[config.mk]
export PLATFORM = sky130hd
export DESIGN_NAME = dds_sine_gen
export DESIGN_NICKNAME = d
export VERILOG_FILES = /design/src/rtl/dds_sine_gen.sv
export SDC_FILE = /design/constraint.sdc
export NUM_CORES = 1
export LEC_CHECK = 0
export ABC_AREA = 1
export CORE_MARGIN = 3
export CORE_UTILIZATION = 35
export DETAILED_ROUTE_END_ITERATION = 7
export PLACE_DENSITY = 0.55
export SETUP_SLACK_MARGIN = 0.1
export SYNTH_ARGS = -nofsm -noshare
export SYNTH_HDL_FRONTEND = slang
export SYNTH_SLANG_ARGS = --single-unit
[constraint.sdc]
create_clock -name clk -period 6.16 [get_ports clk]
set_input_delay 1.232 -clock clk [delete_from_list [all_inputs] [get_ports clk]]
set_output_delay 1.232 -clock clk [all_outputs]
set_load 0.05 [all_outputs]
[src/rtl/dds_sine_gen.sv]
// DDS sine generator: phase accumulator + static offset addressing a quarter-wave sine table.
// Optional macro DDS_ADDR_PIPE_EN registers the table address, giving 2-clock phase-to-out latency.
module dds_sine_gen #(
    parameter int unsigned ACC_W = 16,
    parameter int unsigned AMP   = 127
) (
    input  logic       clk,
    input  logic       rst,
    input  logic [5:0] freq_res,
    input  logic [7:0] phase,
    output logic [7:0] out
);

    // round(AMP*sin(k*pi/128)) for k in 0..64, computed at elaboration with a Q30 Taylor series.
    function automatic logic [6:0] quarter_sine(input int unsigned k);
        longint x;
        longint x2;
        longint term;
        longint sum;
        longint mag;
        x    = (longint'(k) * 64'sd3373259426) / 64'sd128;
        x2   = (x * x) >>> 30;
        term = x;
        sum  = x;
        for (int n = 1; n <= 8; n++) begin
            term = -((term * x2) >>> 30) / longint'((2 * n) * (2 * n + 1));
            sum  = sum + term;
        end
        mag = (longint'(AMP) * sum + (64'sd1 <<< 29)) >>> 30;
        return mag[6:0];
    endfunction

    logic [6:0] qtbl [0:64];

    for (genvar g = 0; g <= 64; g++) begin : g_qtbl
        localparam logic [6:0] QVal = quarter_sine(g);
        assign qtbl[g] = QVal;
    end

    logic [ACC_W-1:0] acc;
    logic [7:0]       addr;
    logic [7:0]       lut_addr;
    logic [6:0]       mag_idx;
    logic [7:0]       mag;
    logic [7:0]       sample;

    assign addr = acc[ACC_W-1 -: 8] + phase;

    always_ff @(posedge clk or negedge rst) begin
        if (!rst) begin
            acc <= '0;
        end else begin
            acc <= acc + {{(ACC_W - 6){1'b0}}, freq_res};
        end
    end

`ifdef DDS_ADDR_PIPE_EN
    logic [7:0] addr_reg;

    always_ff @(posedge clk or negedge rst) begin
        if (!rst) begin
            addr_reg <= 8'd0;
        end else begin
            addr_reg <= addr;
        end
    end

    assign lut_addr = addr_reg;
`else
    assign lut_addr = addr;
`endif

    // Second and fourth quadrants mirror the index; the top half negates the magnitude.
    always_comb begin
        mag_idx = lut_addr[6] ? (7'd64 - {1'b0, lut_addr[5:0]}) : {1'b0, lut_addr[5:0]};
        mag     = {1'b0, qtbl[mag_idx]};
        sample  = lut_addr[7] ? (8'd0 - mag) : mag;
    end

    always_ff @(posedge clk or negedge rst) begin
        if (!rst) begin
            out <= 8'd0;
        end else begin
            out <= sample;
        end
    end

endmodule

---- Word-level counts from Yosys, hierarchy flattened ----
Memories as Yosys holds them, arrays and structs flattened.
Index checks and enable logic that the tools add are counted.
cells by class
  $lt $le $gt $ge ......................... 1
  bitwise operators ....................... 1
  add/subtract/negate cells ............... 4
  muxes and demuxes ....................... 4
operator list
  kind                                                                count
  7-bit 2-to-1 mux                                                    3
  16-bit by 6-bit adder with 16-bit output                            1
  8-bit adder                                                         1
  8-bit greater-or-equal comparator (second input constant)           1
  8-bit 2-to-1 mux                                                    1
  7-bit NOT with 8-bit output                                         1
  1-bit by 7-bit subtractor with 8-bit output (first input constant)  1
  7-bit by 6-bit subtractor with 7-bit output (first input constant)  1
storage, ports and cells
  output and inout bits ................... 8
  bits in read-only memories .............. 896
  register bits after elaboration ......... 24
  bits of input ports ..................... 16
  memories ................................ 1
  word-level logic and storage cells ...... 13
memories
  memory            words  width  rd ports  clocked after memory_dff  write ports  line  text
  (name not given)  128    7      1         0                         0            76    mag = {1'b0, qtbl[mag_idx]};

---- Depth between registers and ports, before layout ----
Gate-level depths: netlist (run 1).
  word-level depth ........................ 9
  depth in mapped cells ................... 29
  gate-level depth less buffers ........... 29

---- Worst setup path before layout (run 1) ----
Ideal clock, no wire load.
  kind .................................... in2reg
  start point ............................. in phase[0]
  end point ............................... reg out[6]
  stages on the path ...................... 29
  library setup time ...................... 113 ps
  required time ........................... 6047 ps
  path buffers ............................ 0
  arrival time ............................ 4082 ps
  slack ................................... 1965 ps
  path through ............................ ha_1 > fa_1 > nand2_2 > nand2_2 > nand3_4 > nand2_4 > nand2_4 > nand2_8 > nand2_1 > nand2_1 > ha_1 > inv_1 > nand2_1 > nand2_1 > nand2_1 > nand2_1 > nand2_1 > o21ai_1 > nand2_1 > nand2_1 > nor2_2 > ha_1 > inv_1 > nor2_1 > nand3_1 > nand2_1 > nand2_1 > nand2_1 > inv_1
between the ends
  longest elaborated chain between the ends .. 9
RTL lines
  element                                               line  text
  start: declaration                                    10    input logic [7:0] phase,
  8-bit adder (*)                                       47    assign addr = acc[ACC_W-1 -: 8] + phase;
  7-bit by 6-bit subtractor with 7-bit output           75    mag_idx = lut_addr[6] ? (7'd64 - {1'b0, lut_addr[5:0]}) : {1'b0, lut_addr[5:0]};
  7-bit 2-to-1 mux                                      75
  7-bit NOT with 8-bit output (implied by the code)     76
  memory read 128 x 7 bit                               --
  7-bit 2-to-1 mux (implied by the code) (2 in series)  76
  1-bit by 7-bit subtractor with 8-bit output           77    sample = lut_addr[7] ? (8'd0 - mag) : mag;
  8-bit 2-to-1 mux (*)                                  77
  named net sample[6]                                   45    logic [7:0] sample;
  end signal: assignment                                84    out <= sample;
  end: declaration                                      11    output logic [7:0] out
The timed path passes the listed nets; every way through them passes the cells marked *. The select of a mux whose other input is x is not followed.

---- Worst setup path in the final report (run 1) ----
Ends and elaborated chain as after synthesis.

==> impl_metrics.toml, run 1 <==
[run_status]
outcome = "complete, no violations"

[logic_synthesis]
yosysWarnings = 0
yosysTopAreaCellShare_pct = 24.5
syn_area_per_cell_um2 = 6.94
synth_commonest_cells = "110 x nand2_1, 46 x inv_1, 41 x nand3_1, 24 x dfrtp_1, 23 x ha_1"
ys_ff_latch = 24
syn_area_um2 = 2450
synthFlopType = "dfrtp_1"
yosysSeqAreaShare_pct = 24.5
synth_cell_types = 28
yosysMostFrequentCell = "nand2_1"
synth-edff-count = 0
syn_nets = 394
ys_top_cells_by_area = "dfrtp_1 25%, nand2_1 17%, ha_1 12%"
netlist_instances = 353
synth_area_leader_cell = "dfrtp_1"
async_flop_share_pct = 100

[route]
drtIter0Drc = 50
via_per_inst = 4.63
via_count = 2160
final_antenna_net_count = 0
drt_pre_antenna_iters = 4
drc = 0
wl_per_cell_um = 10.9
wirelength_um = 5100

[worst_setup_path]
crit_path_start = "phase[0]"
critical_path_required_ns = 6.32
cpMostUsedCell = "nand2_1"
cp_slowest_cell = "fa_1"
crit_path_max_fanout = 8
reg2regPathDepth = 29
critical_path.endpoint = "out[6]"
reg2reg_from = "acc[8]"
r2r_slack_ns = 2.38
path_class = "in -> reg"
rr_endpoint = "out[6]"
cp.arrival_ns = 4.86
slowest_delay_ns = 0.42
end_kind = "register"
critPathLaunchType = "input port"

[sta]
rsz0062_at_grt = "false"
hold_viol = 0
timing.final.crit_share_pct = 76.3
finClkSkew_ns = 0.00406
fin_ws_ns = 1.46
slew_violations = 0
slew_headroom_pct = 30.7
finalSetupViolations = 0
tightest_slew_ns = 1.04
fmax_mhz = 213
fin_setup_tns_ns = 0
min_period_ns = 4.70

[placement]
place_worst_setup_slack_ns = 1.19
hpwl_um = 4060
place_inst = 463
place_congestion = 0.913
io_buffers = 23

[layout]
syn_to_final_growth_pct = 14.3
nets = 416
finalNonFillerCells = 467
drive_above_1_share_pct = 8.29
n_antenna_cell = 0

[floorplanning]
fp.dieArea_um2 = 8040
die_w_um = 89.6
start_util_pct = 37.3
rows = 29
core_area_um2 = 6570
die_h_um = 89.6
io_pins = 24

[clock_network]
cts.root.buffer_cell = "clkbuf_8"
clock_latency_ns = 0.26
postCtsSetupBuffers = 0
tritoncts = "done"
cts_made_buffers = 3
clockBufferDepth = 2
cts.sinks = 24
htree_num_levels = 1
ctsHoldBuffers = 0
clk_pin_slew_ns = 0.08
cts_resized = 0

[grt]
gr-total-overflow = 0
antenna_found_initial = 0
track_usage_pct = 13.6
grt_pass1_vias = 2006
grt_pass1_wl_um = 8860
grt_max_degree = 25

[job]
cap_violations = 0

[min_path]
worstHoldPathType = "reg -> reg"
==> critical path, delay by kind of cell <==
family	cells	cell delay, ns
AO/OA/AOI/OAI	1	0.06
buffers and inverters	4	0.53
AND/OR/NAND/NOR	21	1.77
adder cells (fa/ha/maj)	4	1.25
==> cell families (layout without fill, tap and decap cells) <==
kind of cell | Yosys count | in the layout | synth area share [%]
flops | 24 | 24 | 24.5
xor+xnor | 20 | 20 | 7.46
buf+inv | 54 | 75 | 9.50
compound gates | 28 | 28 | 6.23
simple gates | 202 | 202 | 38.9
fa+ha+maj | 25 | 25 | 13.4
==> flip-flops by register name, indices dropped and copies added (netlist names) <==
register,cells
acc,16
out,8
==> per-layer routing <==
layer  vias to the layer above  part of all wire, %  GRT usage, %  wire length (µm)
li1                       1162                    -             -                 -
met1                       962                   51          19.5              2620
met2                        31                   45          22.5              2280
met3                         5                  3.1         0.639               157
met4                         0                 0.94          3.25                48
met5                         -                    0             0                 0
==> area by class of cell <==
class                   instances  area (µm²)
fillers                       703        3770
multi-input cells             275        1620
flip-flops and latches         24         601
repair buffers                 23         230
inverters                      48         180
well taps                      93         116
clock buffers                   4        55.1
==> per-stage QoR <==
step                utilization, %  hold WS, ns  instance area [µm²]
global route                  42.6        0.501                 2800
detailed placement            41.8        0.461                 2740
floorplan                        -        0.443                 2450
CTS                           42.6        0.479                 2800
global placement              41.8        0.458                 2740
finish                        42.6        0.474                 2800
==> cell usage in the layout, fill, tap and decap left out <==
| master | Yosys | final |
|---|---|---|
| a21oi_1 | 11 | 11 |
| a211oi_1 | 1 | 1 |
| o21ai_1 | 3 | 3 |
| nand2_8 | 1 | 1 |
| a21oi_2 | 2 | 2 |
| o21bai_1 | 1 | 1 |
| nand4_1 | 4 | 4 |
| ha_1 | 23 | 23 |
| nand3b_1 | 4 | 4 |
| clkdlybuf4s50_1 | 0 | 23 |
| inv_2 | 2 | 2 |
| nor2_2 | 3 | 3 |
| nor2_1 | 21 | 21 |
| inv_1 | 46 | 46 |
| nand2_2 | 10 | 10 |
| nand3_1 | 41 | 41 |
| nand2_4 | 3 | 3 |
| xnor2_2 | 1 | 1 |
| xor2_1 | 10 | 10 |
| xnor2_1 | 9 | 9 |
| nand3_4 | 2 | 2 |
| nand3_2 | 3 | 3 |
| clkbuf_8 | 0 | 4 |
| o21ai_0 | 10 | 10 |
| dfrtp_1 | 24 | 24 |
| fa_1 | 2 | 2 |
| nand2_1 | 110 | 110 |
==> how the worst min path moves through the flow <==
stage	start	to	slack [ns]	depth (start not counted)
after global routing	acc[0]	acc[0]	0.50	1
after CTS	acc[0]	acc[0]	0.48	1
after floorplan	acc[0]	acc[0]	0.44	1
after global placement	acc[0]	acc[0]	0.46	1
final	acc[0]	acc[0]	0.47	1
after detailed placement	acc[0]	acc[0]	0.46	1
Power of run 1 is left out: the tool's default activity adds up to more than one toggle a clock period on the data nets, which glitch-free logic cannot reach.
==> inputs of run 2 (changes only) <==
clock period = 4.57 ns   (was 6.16 ns; I/O delays follow)
==> impl_metrics.toml, run 2 (synthesis results as in run 1) <==
[sta]
fmax_mhz = 243
hold_viol = 0
slew_violations = 0
tightest_slew_ns = 1.02
finClkSkew_ns = 0.00287
rsz0062_at_grt = "false"
min_period_ns = 4.12
finalSetupViolations = 0
timing.final.crit_share_pct = 90.1
fin_setup_tns_ns = 0
slew_headroom_pct = 31.7

[floorplanning]
core_area_um2 = 6570
start_util_pct = 37.3
die_w_um = 89.6
rows = 29
fp.dieArea_um2 = 8040
io_pins = 24
die_h_um = 89.6

[clock_network]
ctsHoldBuffers = 0
cts_made_buffers = 3
cts.sinks = 24
tritoncts = "done"
clock_latency_ns = 0.26
cts.root.buffer_cell = "clkbuf_8"
htree_num_levels = 1
clockBufferDepth = 2
clk_pin_slew_ns = 0.08

[worst_setup_path]
crit_path_max_fanout = 7
critical_path_required_ns = 4.73
path_class = "in -> reg"
critPathLaunchType = "input port"
reg2regPathDepth = 23
cp.arrival_ns = 4.28
end_kind = "register"

[route]
via_count = 2173
drc = 0
via_per_inst = 4.59
wirelength_um = 5130
wl_per_cell_um = 10.8
final_antenna_net_count = 0
drt_pre_antenna_iters = 4
drtIter0Drc = 67

[layout]
n_antenna_cell = 0
mostFrequentLayoutCell = "nand2_1"
most-common-layout-cells = "110 x nand2_1, 46 x inv_1, 40 x nand3_1"
reg_top3 = "acc: 16 flops, out: 8 flops"
drive_above_1_share_pct = 10.8
largest_reg_flops = 16
regMostFlops = "acc"
nets = 422
syn_to_final_growth_pct = 17.3

[placement]
io_buffers = 23
place_congestion = 0.899
hpwl_um = 4200

[grt]
grt_pass1_wl_um = 9250
grt_pass1_vias = 2086
gr-total-overflow = 0
grt_max_degree = 25
antenna_found_initial = 0
track_usage_pct = 14.1

[min_path]
holdPathStages = 1
worstHoldPathType = "reg -> reg"

[run_status]
outcome = "complete, no violations"

[job]
cap_violations = 0
-- run 2: cell count changes in the layout (fill, tap and decap cells not counted), sizes merged --
cell,change
buf,+6
-- run 2: cell type report --
class,instances,area (µm²)
tap,93,116
timing repair buffer,29,275
inverter,48,180
clock buffer,4,55.1
sequential,24,601
fill,708,3700
multi-input combinational,275,1640
-- run 2: repair_timing --
action | 4_1_cts | 5_1_grt
setup endpoints to repair | 0 | 2
buffers inserted | 0 | 0
resized for setup | 0 | 5
-- run 2: path summary, 6_finish.rpt --
check,startpoint,end,slack (ns)
worst max register to register,acc[8],out[4],1.06
worst min-delay path,acc[0],acc[0],0.48
worst min register to register,acc[0],acc[0],0.48
min in group asynchronous,rst,acc[6],1.20
worst max-delay path,phase[0],out[4],0.45
max in group asynchronous,rst,acc[0],2.75
-- run 2: layer usage --
metal  global-route usage (%)  wire length (µm)  up-vias
met5                        0                 0        -
met4                     4.06                59        0
met3                    0.912               193        4
met2                     23.3              2270       45
met1                     19.8              2610      954
li1                         -                 -     1170
-- run 2: through the flow --
step	util [%]	setup slack [ns]	std cells	hold slack, ns	cell area, µm²
floorplan	-	0.693	353	0.443	2450
global route	43.7	0.121	473	0.503	2870
CTS	43.3	0.406	473	0.479	2840
detailed placement	42.4	0.123	469	0.460	2790
global placement	42.4	0.174	469	0.460	2790
finish	43.7	0.454	473	0.476	2870
-- run 2: critical path, stage by stage --
cell             delay, ns
clkdlybuf4s50_1       0.40
ha_1                  0.24
fa_2                  0.56
inv_1                 0.07
ha_1                  0.29
nand2_1               0.07
nand2_1               0.09
buf_4                 0.19
ha_1                  0.22
nand3_2               0.12
nand3_1               0.10
nand3_1               0.09
nand2_1               0.05
nand2_1               0.05
nand3_1               0.11
inv_1                 0.08
ha_1                  0.14
inv_1                 0.05
nor2_1                0.13
nand2_1               0.10
nand2_1               0.06
nand3_1               0.07
nand2_1               0.06
inv_1                 0.03
Power of run 2 is left out for the same reason.
